**src/rtl/stream_max_argmax_pkg.sv**
```systemverilog
// Shared definitions for the streaming extremum finder.
//   mode_e  : per-packet compare direction (MODE_MAX / MODE_MIN)
//   cmp_t   : common compare width; callers sign/zero-extend operands into it
//   better(): strict "a beats b" test; a tie is never better, so the
//             earlier (lower index) candidate always survives a tie.
package stream_max_argmax_pkg;

  typedef enum logic {
    MODE_MAX = 1'b0,
    MODE_MIN = 1'b1
  } mode_e;

  // A challenger replaces the incumbent only when strictly better.
  localparam logic TIE_KEEP_LOWEST = 1'b1;

  localparam int unsigned CMP_W = 64;
  typedef logic [CMP_W-1:0] cmp_t;

  // True when a is strictly better than b under the given mode/signedness.
  function automatic logic better(input cmp_t a, input cmp_t b,
                                  input mode_e mode, input logic is_signed);
    logic gt;
    logic lt;
    if (is_signed) begin
      gt = $signed(a) > $signed(b);
      lt = $signed(a) < $signed(b);
    end else begin
      gt = a > b;
      lt = a < b;
    end
    return (mode == MODE_MIN) ? lt : gt;
  endfunction

endpackage

```
**src/rtl/stream_max_argmax_if.sv**
```systemverilog
// Beat input / result output bundle for stream_max_argmax.
//   s_valid/s_ready/s_data/s_last/s_mode_min : input beat stream
//   m_valid/m_ready/m_value/m_argmax/m_beats/m_overflow : result handshake
// slave = the reducer's view, master = the producer/consumer's view.
interface stream_max_argmax_if #(
  parameter int unsigned WIDTH      = 8,
  parameter int unsigned LANES_LOG2 = 2,
  parameter int unsigned IDX_W      = 16
);
  localparam int unsigned LANES = 1 << LANES_LOG2;
  localparam int unsigned CNT_W = IDX_W - LANES_LOG2;

  logic                   s_valid;
  logic                   s_ready;
  logic [LANES*WIDTH-1:0] s_data;
  logic                   s_last;
  logic                   s_mode_min;
  logic                   m_valid;
  logic                   m_ready;
  logic [WIDTH-1:0]       m_value;
  logic [IDX_W-1:0]       m_argmax;
  logic [CNT_W:0]         m_beats;
  logic                   m_overflow;

  modport slave (
    input  s_valid, s_data, s_last, s_mode_min, m_ready,
    output s_ready, m_valid, m_value, m_argmax, m_beats, m_overflow
  );

  modport master (
    output s_valid, s_data, s_last, s_mode_min, m_ready,
    input  s_ready, m_valid, m_value, m_argmax, m_beats, m_overflow
  );
endinterface

```
**src/rtl/lane_reduce_tree.sv**
```systemverilog
// Combinational pairwise reduction of one beat's lanes to (value, lane).
//   data  : LANES*WIDTH packed lanes, lane i at data[WIDTH*i +: WIDTH]
//   mode  : max or min
//   value : winning element
//   lane  : winning lane; the lower lane wins any tie
module lane_reduce_tree
  import stream_max_argmax_pkg::*;
#(
  parameter int unsigned WIDTH      = 8,
  parameter int unsigned LANES_LOG2 = 2,
  parameter int unsigned SIGNED     = 0
) (
  input  logic [(WIDTH<<LANES_LOG2)-1:0] data,
  input  mode_e                          mode,
  output logic [WIDTH-1:0]               value,
  output logic [LANES_LOG2-1:0]          lane
);
  localparam int unsigned LANES = 1 << LANES_LOG2;

  function automatic cmp_t ext(input logic [WIDTH-1:0] v);
    if (SIGNED != 0) return CMP_W'($signed(v));
    return CMP_W'(v);
  endfunction

  // Heap-ordered tree: leaves at LANES..2*LANES-1, node n has children 2n
  // (lower lanes) and 2n+1 (higher lanes); the root is node 1.
  always_comb begin : p_reduce
    logic [WIDTH-1:0]      v  [2*LANES];
    logic [LANES_LOG2-1:0] ix [2*LANES];
    v  = '{default: '0};
    ix = '{default: '0};
    for (int i = 0; i < LANES; i++) begin
      v[LANES+i]  = data[WIDTH*i +: WIDTH];
      ix[LANES+i] = LANES_LOG2'(i);
    end
    for (int n = LANES - 1; n >= 1; n--) begin
      if (better(ext(v[2*n+1]), ext(v[2*n]), mode, SIGNED != 0)) begin
        v[n]  = v[2*n+1];
        ix[n] = ix[2*n+1];
      end else begin
        v[n]  = v[2*n];
        ix[n] = ix[2*n];
      end
    end
    value = v[1];
    lane  = ix[1];
  end

endmodule

```
**src/rtl/stream_max_argmax.sv**
```systemverilog
// Streaming extremum finder: reduces a packet of multi-lane beats to one
// extreme value plus its global index (beat*LANES + lane).
//   clk, rst : clock and synchronous active-high reset
//   bus      : stream_max_argmax_if.slave (input beats, result handshake)
module stream_max_argmax
  import stream_max_argmax_pkg::*;
#(
  parameter int unsigned WIDTH      = 8,
  parameter int unsigned LANES_LOG2 = 2,
  parameter int unsigned IDX_W      = 16,
  parameter int unsigned SIGNED     = 0
) (
  input logic               clk,
  input logic               rst,
  stream_max_argmax_if.slave bus
);
  localparam int unsigned CNT_W = IDX_W - LANES_LOG2;

  function automatic cmp_t ext(input logic [WIDTH-1:0] v);
    if (SIGNED != 0) return CMP_W'($signed(v));
    return CMP_W'(v);
  endfunction

  // Packet accumulator
  logic             first_q,   first_d;
  mode_e            mode_q,    mode_d;
  logic [WIDTH-1:0] acc_val_q, acc_val_d;
  logic [IDX_W-1:0] acc_idx_q, acc_idx_d;
  logic [CNT_W:0]   beats_q,   beats_d;
  logic             ovf_q,     ovf_d;

  // Output register
  logic             m_valid_q,  m_valid_d;
  logic [WIDTH-1:0] m_value_q,  m_value_d;
  logic [IDX_W-1:0] m_argmax_q, m_argmax_d;
  logic [CNT_W:0]   m_beats_q,  m_beats_d;
  logic             m_ovf_q,    m_ovf_d;

  logic                  s_ready_c;
  logic                  accept_c;
  mode_e                 mode_c;
  logic [WIDTH-1:0]      beat_val_c;
  logic [LANES_LOG2-1:0] beat_lane_c;
  logic                  beat_sat_c;
  logic [CNT_W-1:0]      beat_num_c;
  logic [IDX_W-1:0]      beat_idx_c;
  logic                  take_beat_c;
  logic [WIDTH-1:0]      new_val_c;
  logic [IDX_W-1:0]      new_idx_c;
  logic [CNT_W:0]        beats_nxt_c;

  assign s_ready_c = !m_valid_q | bus.m_ready;
  assign accept_c  = bus.s_valid & s_ready_c;

  // Mode comes from the wire on the first beat, from the latch afterwards.
  assign mode_c = first_q ? mode_e'(bus.s_mode_min) : mode_q;

  lane_reduce_tree #(
    .WIDTH      (WIDTH),
    .LANES_LOG2 (LANES_LOG2),
    .SIGNED     (SIGNED)
  ) u_tree (
    .data  (bus.s_data),
    .mode  (mode_c),
    .value (beat_val_c),
    .lane  (beat_lane_c)
  );

  // Once beats_q reaches 2**CNT_W the beat number pins at all-ones.
  assign beat_sat_c  = beats_q[CNT_W];
  assign beat_num_c  = beat_sat_c ? {CNT_W{1'b1}} : beats_q[CNT_W-1:0];
  assign beat_idx_c  = {beat_num_c, beat_lane_c};
  assign beats_nxt_c = beat_sat_c ? beats_q : beats_q + (CNT_W+1)'(1);

  assign take_beat_c = first_q |
                       better(ext(beat_val_c), ext(acc_val_q), mode_c, SIGNED != 0);
  assign new_val_c   = take_beat_c ? beat_val_c : acc_val_q;
  assign new_idx_c   = take_beat_c ? beat_idx_c : acc_idx_q;

  // Next-state for accumulator and output register
  always_comb begin
    first_d    = first_q;
    mode_d     = mode_q;
    acc_val_d  = acc_val_q;
    acc_idx_d  = acc_idx_q;
    beats_d    = beats_q;
    ovf_d      = ovf_q;
    m_valid_d  = m_valid_q & ~bus.m_ready;
    m_value_d  = m_value_q;
    m_argmax_d = m_argmax_q;
    m_beats_d  = m_beats_q;
    m_ovf_d    = m_ovf_q;
    if (accept_c) begin
      if (bus.s_last) begin
        m_valid_d  = 1'b1;
        m_value_d  = new_val_c;
        m_argmax_d = new_idx_c;
        m_beats_d  = beats_nxt_c;
        m_ovf_d    = ovf_q | beat_sat_c;
        first_d    = 1'b1;
        beats_d    = '0;
        ovf_d      = 1'b0;
      end else begin
        first_d    = 1'b0;
        mode_d     = mode_c;
        acc_val_d  = new_val_c;
        acc_idx_d  = new_idx_c;
        beats_d    = beats_nxt_c;
        ovf_d      = ovf_q | beat_sat_c;
      end
    end
  end

  always_ff @(posedge clk) begin
    if (rst) begin
      first_q    <= 1'b1;
      mode_q     <= MODE_MAX;
      acc_val_q  <= '0;
      acc_idx_q  <= '0;
      beats_q    <= '0;
      ovf_q      <= 1'b0;
      m_valid_q  <= 1'b0;
      m_value_q  <= '0;
      m_argmax_q <= '0;
      m_beats_q  <= '0;
      m_ovf_q    <= 1'b0;
    end else begin
      first_q    <= first_d;
      mode_q     <= mode_d;
      acc_val_q  <= acc_val_d;
      acc_idx_q  <= acc_idx_d;
      beats_q    <= beats_d;
      ovf_q      <= ovf_d;
      m_valid_q  <= m_valid_d;
      m_value_q  <= m_value_d;
      m_argmax_q <= m_argmax_d;
      m_beats_q  <= m_beats_d;
      m_ovf_q    <= m_ovf_d;
    end
  end

  assign bus.s_ready    = s_ready_c;
  assign bus.m_valid    = m_valid_q;
  assign bus.m_value    = m_value_q;
  assign bus.m_argmax   = m_argmax_q;
  assign bus.m_beats    = m_beats_q;
  assign bus.m_overflow = m_ovf_q;

endmodule

```
**src/flat_wrapper.sv**
```systemverilog
// flat-port wrapper written by rule: the top's interface ports become plain ports
module stream_max_argmax_flat import stream_max_argmax_pkg::*;
#(
  parameter int unsigned WIDTH      = 8,
  parameter int unsigned LANES_LOG2 = 2,
  parameter int unsigned IDX_W      = 16,
  parameter int unsigned SIGNED     = 0
)
  (clk, rst, bus_s_valid, bus_s_data, bus_s_last, bus_s_mode_min, bus_m_ready, bus_s_ready, bus_m_valid, bus_m_value, bus_m_argmax, bus_m_beats, bus_m_overflow);
  stream_max_argmax_if #(.WIDTH(WIDTH), .LANES_LOG2(LANES_LOG2), .IDX_W(IDX_W)) bus_i ();
  input logic clk;
  input logic rst;
  input wire logic [$bits(bus_i.s_valid)-1:0] bus_s_valid;
  input wire logic [$bits(bus_i.s_data)-1:0] bus_s_data;
  input wire logic [$bits(bus_i.s_last)-1:0] bus_s_last;
  input wire logic [$bits(bus_i.s_mode_min)-1:0] bus_s_mode_min;
  input wire logic [$bits(bus_i.m_ready)-1:0] bus_m_ready;
  output wire logic [$bits(bus_i.s_ready)-1:0] bus_s_ready;
  output wire logic [$bits(bus_i.m_valid)-1:0] bus_m_valid;
  output wire logic [$bits(bus_i.m_value)-1:0] bus_m_value;
  output wire logic [$bits(bus_i.m_argmax)-1:0] bus_m_argmax;
  output wire logic [$bits(bus_i.m_beats)-1:0] bus_m_beats;
  output wire logic [$bits(bus_i.m_overflow)-1:0] bus_m_overflow;
  assign bus_i.s_valid = bus_s_valid;
  assign bus_i.s_data = bus_s_data;
  assign bus_i.s_last = bus_s_last;
  assign bus_i.s_mode_min = bus_s_mode_min;
  assign bus_i.m_ready = bus_m_ready;
  assign bus_s_ready = bus_i.s_ready;
  assign bus_m_valid = bus_i.m_valid;
  assign bus_m_value = bus_i.m_value;
  assign bus_m_argmax = bus_i.m_argmax;
  assign bus_m_beats = bus_i.m_beats;
  assign bus_m_overflow = bus_i.m_overflow;
  stream_max_argmax #(.WIDTH(WIDTH), .LANES_LOG2(LANES_LOG2), .IDX_W(IDX_W), .SIGNED(SIGNED)) u_core (.clk(clk), .rst(rst), .bus(bus_i));
endmodule
```
**config.mk**
```make
export PLATFORM = sky130hd
export DESIGN_NAME = stream_max_argmax_flat
export DESIGN_NICKNAME = d
export VERILOG_FILES = /design/src/rtl/stream_max_argmax_pkg.sv /design/src/rtl/stream_max_argmax_if.sv /design/src/rtl/lane_reduce_tree.sv /design/src/rtl/stream_max_argmax.sv /design/src/flat_wrapper.sv
export SDC_FILE = /design/constraint.sdc
export NUM_CORES = 1
export LEC_CHECK = 0
export ABC_CLOCK_PERIOD_IN_PS = 18350
export CAP_MARGIN = 20
export CELL_PAD_IN_SITES_DETAIL_PLACEMENT = 1
export CELL_PAD_IN_SITES_GLOBAL_PLACEMENT = 2
export CORE_AREA = 2 2 102 202
export DETAILED_ROUTE_END_ITERATION = 10
export DIE_AREA = 0 0 104 204
export PLACE_DENSITY_LB_ADDON = 0.2
export SETUP_SLACK_MARGIN = 0.3
export SLEW_MARGIN = 20
export SYNTH_ARGS = -nofsm -noshare
export SYNTH_HDL_FRONTEND = slang
export SYNTH_SLANG_ARGS = --single-unit
```
**constraint.sdc**
```tcl
create_clock -name clk -period 18.35 [get_ports clk]
set_input_delay 2.7525 -clock clk [delete_from_list [all_inputs] [get_ports clk]]
set_output_delay 2.7525 -clock clk [all_outputs]
set_load 0.05 [all_outputs]
```
==> results.sh <==
export IMPL_outcome="finished clean"
export IMPL_grt_usage_pct=16.6
export IMPL_cts_root_buf="clkbuf_16"
export IMPL_max_freq_ghz=0.107
export IMPL_cp_slowest_cell="or4_1"
export IMPL_dp_cells=910
export IMPL_path_clk_slew_ns=0.06
export IMPL_ys_warn_count=0
export IMPL_yosys_top_cells_area="dfxtp_1 34%, ha_1 8.8%, a21oi_1 6.1%, o21ai_0 4.5%, nand2_1 4.0%"
export IMPL_fin_cells=925
export IMPL_max_clock_path_buffers=2
export IMPL_wl_per_cell_um=19.0
export IMPL_cpLargestDelayFamily="compound AO/OA/AOI/OAI gates"
export IMPL_drv_cap=0
export IMPL_rows=73
export IMPL_top_layer="met4"
export IMPL_drt_wl_total_mm=17.6
export IMPL_ir_worst_vdd_mv=0.0476
export IMPL_synth_flop_cell="dfxtp_1"
export IMPL_area_growth_pct=25.5
export IMPL_criticalPathCategory="in2reg"
export IMPL_synth_simple_area_share_pct=18.0
export IMPL_grt_max_degree=45
export IMPL_firstDrtPassIters=4
export IMPL_synth_top_family_by_area="compound AO/OA/AOI/OAI gates"
export IMPL_syn_nets=679
export IMPL_post_cts_buffers=0
export IMPL_dieWidth_um=104
export IMPL_nets=731
export IMPL_ys_types=52
export IMPL_synth_area_um2=4850
export IMPL_die_h_um=204
export IMPL_worst_ep_required_time_ns=18.54
export IMPL_nFillCells=2421
export IMPL_ant_nets=0
export IMPL_power_w=0.000543
export IMPL_synth_avg_cell_area_um2=7.99
export IMPL_antenna_found_initial=0
export IMPL_clkSinkCount=83
export IMPL_drive_above_1_share_pct=6.33
export IMPL_power_density_nw_per_um2=89.3
export IMPL_yosys_top_cells_count="83 x dfxtp_1, 59 x a21oi_1, 52 x nand2_1"
export IMPL_fp_dieArea_um2=21200
export IMPL_synth_compound_area_share_pct=24.9
export IMPL_start_util_pct=24.6
export IMPL_met1_length_mm=5.82
export IMPL_startpoint_type="input pin"
export IMPL_gp_congestion=0.851
export IMPL_via_per_inst=5.07
export IMPL_ios=80
export IMPL_wl_met3_um=425
export IMPL_drv_slew=0
export IMPL_detailedRoute_firstIterationViolations=221
export IMPL_max_slew_margin_pct=36.7
export IMPL_synth_top_cell_area_share_pct=34.3
export IMPL_rsz0062_at_grt="no"
export IMPL_htreeDepth=3
export IMPL_synth_edf_count=0
export IMPL_wl_met2_mm=10.3
export IMPL_synth_seq_cells=83
export IMPL_port_buffers=79
export IMPL_grt_pass1_vias=4973
export IMPL_worst_slew_pin_slew_ns=0.946
export IMPL_grt_ovfl_total=0
export IMPL_cts_resized=0
export IMPL_core_area_um2=19700
export IMPL_synth_xor_area_share_pct=2.17
export IMPL_cts_made_buffers=9
export IMPL_clk_latency_ns=0.34
export IMPL_async_reset_ff_share_pct=0
export IMPL_vias=4689
export IMPL_setup_viol=0
export IMPL_cp_max_fo=14
export IMPL_dp_hpwl_mm=13.6
export IMPL_route_detailed_drc=0
export IMPL_finalHoldViolCount=0
export IMPL_yosysMostFrequentCell="dfxtp_1"
export IMPL_grt_pass1_wl_mm=27.2
export IMPL_syn_instance_count=607
export IMPL_path_buf_inv=3
export IMPL_hp_class="reg2reg"
export IMPL_muxShareOfSynthArea_pct=3.18
export IMPL_critPathMaxStageDelay_ns=0.75
export IMPL_end_kind="flip-flop"
export IMPL_holdBufCountCts=0
export IMPL_whs_ns=0.455
export IMPL_synth_top_area_cell="dfxtp_1"
export IMPL_ys_seq_area_share_pct=34.3
export IMPL_fin_crit_ns=9.38
export IMPL_period_share_pct=51.1
export IMPL_tritoncts="done"
export IMPL_num_antenna_cells=0
export IMPL_arrival_ns=9.57
export IMPL_fin_setup_tns_ns=0
export IMPL_synthAdderAreaFrac_pct=8.78
export IMPL_p_leak_nw=2.31
export IMPL_finalClockSkew_ns=0.00616
[worst paths after layout]
path	startpoint	end	slack, ns	cells past startpoint
max	bus_s_data[17]	u_core.acc_idx_q[0]	8.97	25
min	u_core.bus.m_overflow	u_core.bus.m_overflow	0.46	2
max reg2reg	u_core.first_q	u_core.acc_idx_q[0]	11.66	21
min reg2reg	u_core.bus.m_overflow	u_core.bus.m_overflow	0.46	2
[worst register-to-register path, delay by kind of cell (launching register included)]
kind | cells | cell delay [ns]
flip-flops | 1 | 0.42
multiplexers | 1 | 0.65
AND/OR/NAND/NOR | 7 | 2.57
buffers and inverters | 1 | 0.08
adder cells (fa/ha/maj) | 2 | 0.63
AO/OA/AOI/OAI | 10 | 2.19
[cell type report]
class | instances | area [µm²] | share of cell area, %
repair buffers | 87 | 851 | 14.0
well taps | 262 | 328 | 5.39
clock inverters | 4 | 26.3 | 0.432
clock buffers | 11 | 253 | 4.16
multi-input cells | 430 | 2780 | 45.8
flip-flops and latches | 83 | 1660 | 27.3
inverters | 48 | 180 | 2.96
[layer usage]
layer	track usage, %	vias up
met5	0	-
met4	11.6	0
met3	2.23	43
met2	33.9	107
met1	14.4	2270
li1	-	2269
[power breakdown]
part | internal (W) | switching (W)
clock network | 0.0000981 | 0.0000741
logic | 0.0000648 | 0.000110
registers | 0.000190 | 0.00000700
total | 0.000353 | 0.000191
[kinds of logic (layout without fill, tap and decap cells)]
kind of cell,after synthesis,count (layout)
AO/OA/AOI/OAI,191,191
XOR/XNOR,12,12
buffers and inverters,94,150
adder cells (fa/ha/maj),34,34
AND/OR/NAND/NOR,179,179
flip-flops,83,83
multiplexers,14,14
[state kept, by name, indices dropped and copies added, names as in the netlist, 8 cells and up]
signal               cells
u_core.acc_idx_q        16
u_core.bus.m_argmax     16
u_core.beats_q          15
u_core.bus.m_beats      15
u_core.acc_val_q         8
u_core.bus.m_value       8
[metrics by stage]
stage | setup slack (ns) | util (%) | area, µm²
floorplan | 10.39 | - | 4850
detailed placement | 8.38 | 29.4 | 5800
global placement | 8.59 | 29.4 | 5800
finish | 8.97 | 30.8 | 6080
global route | 8.43 | 30.8 | 6080
CTS | 8.70 | 30.8 | 6080
[cells in the final DEF, fill, tap and decap left out, types with 7 or more instances in the layout]
cell,n
or4_1,12
nor3_1,9
mux2_2,8
clkbuf_16,9
clkdlybuf4s50_1,79
a32oi_1,8
a32o_1,13
nand3_1,17
nand2_1,52
xor2_1,7
nand4_1,11
dfxtp_1,83
nor2b_1,7
o21ai_0,44
a21o_1,14
o22ai_1,31
ha_1,34
buf_4,8
a21oi_1,58
nor2_1,41
inv_1,48
nand2b_1,13
Power figures use the tool's default switching activity.
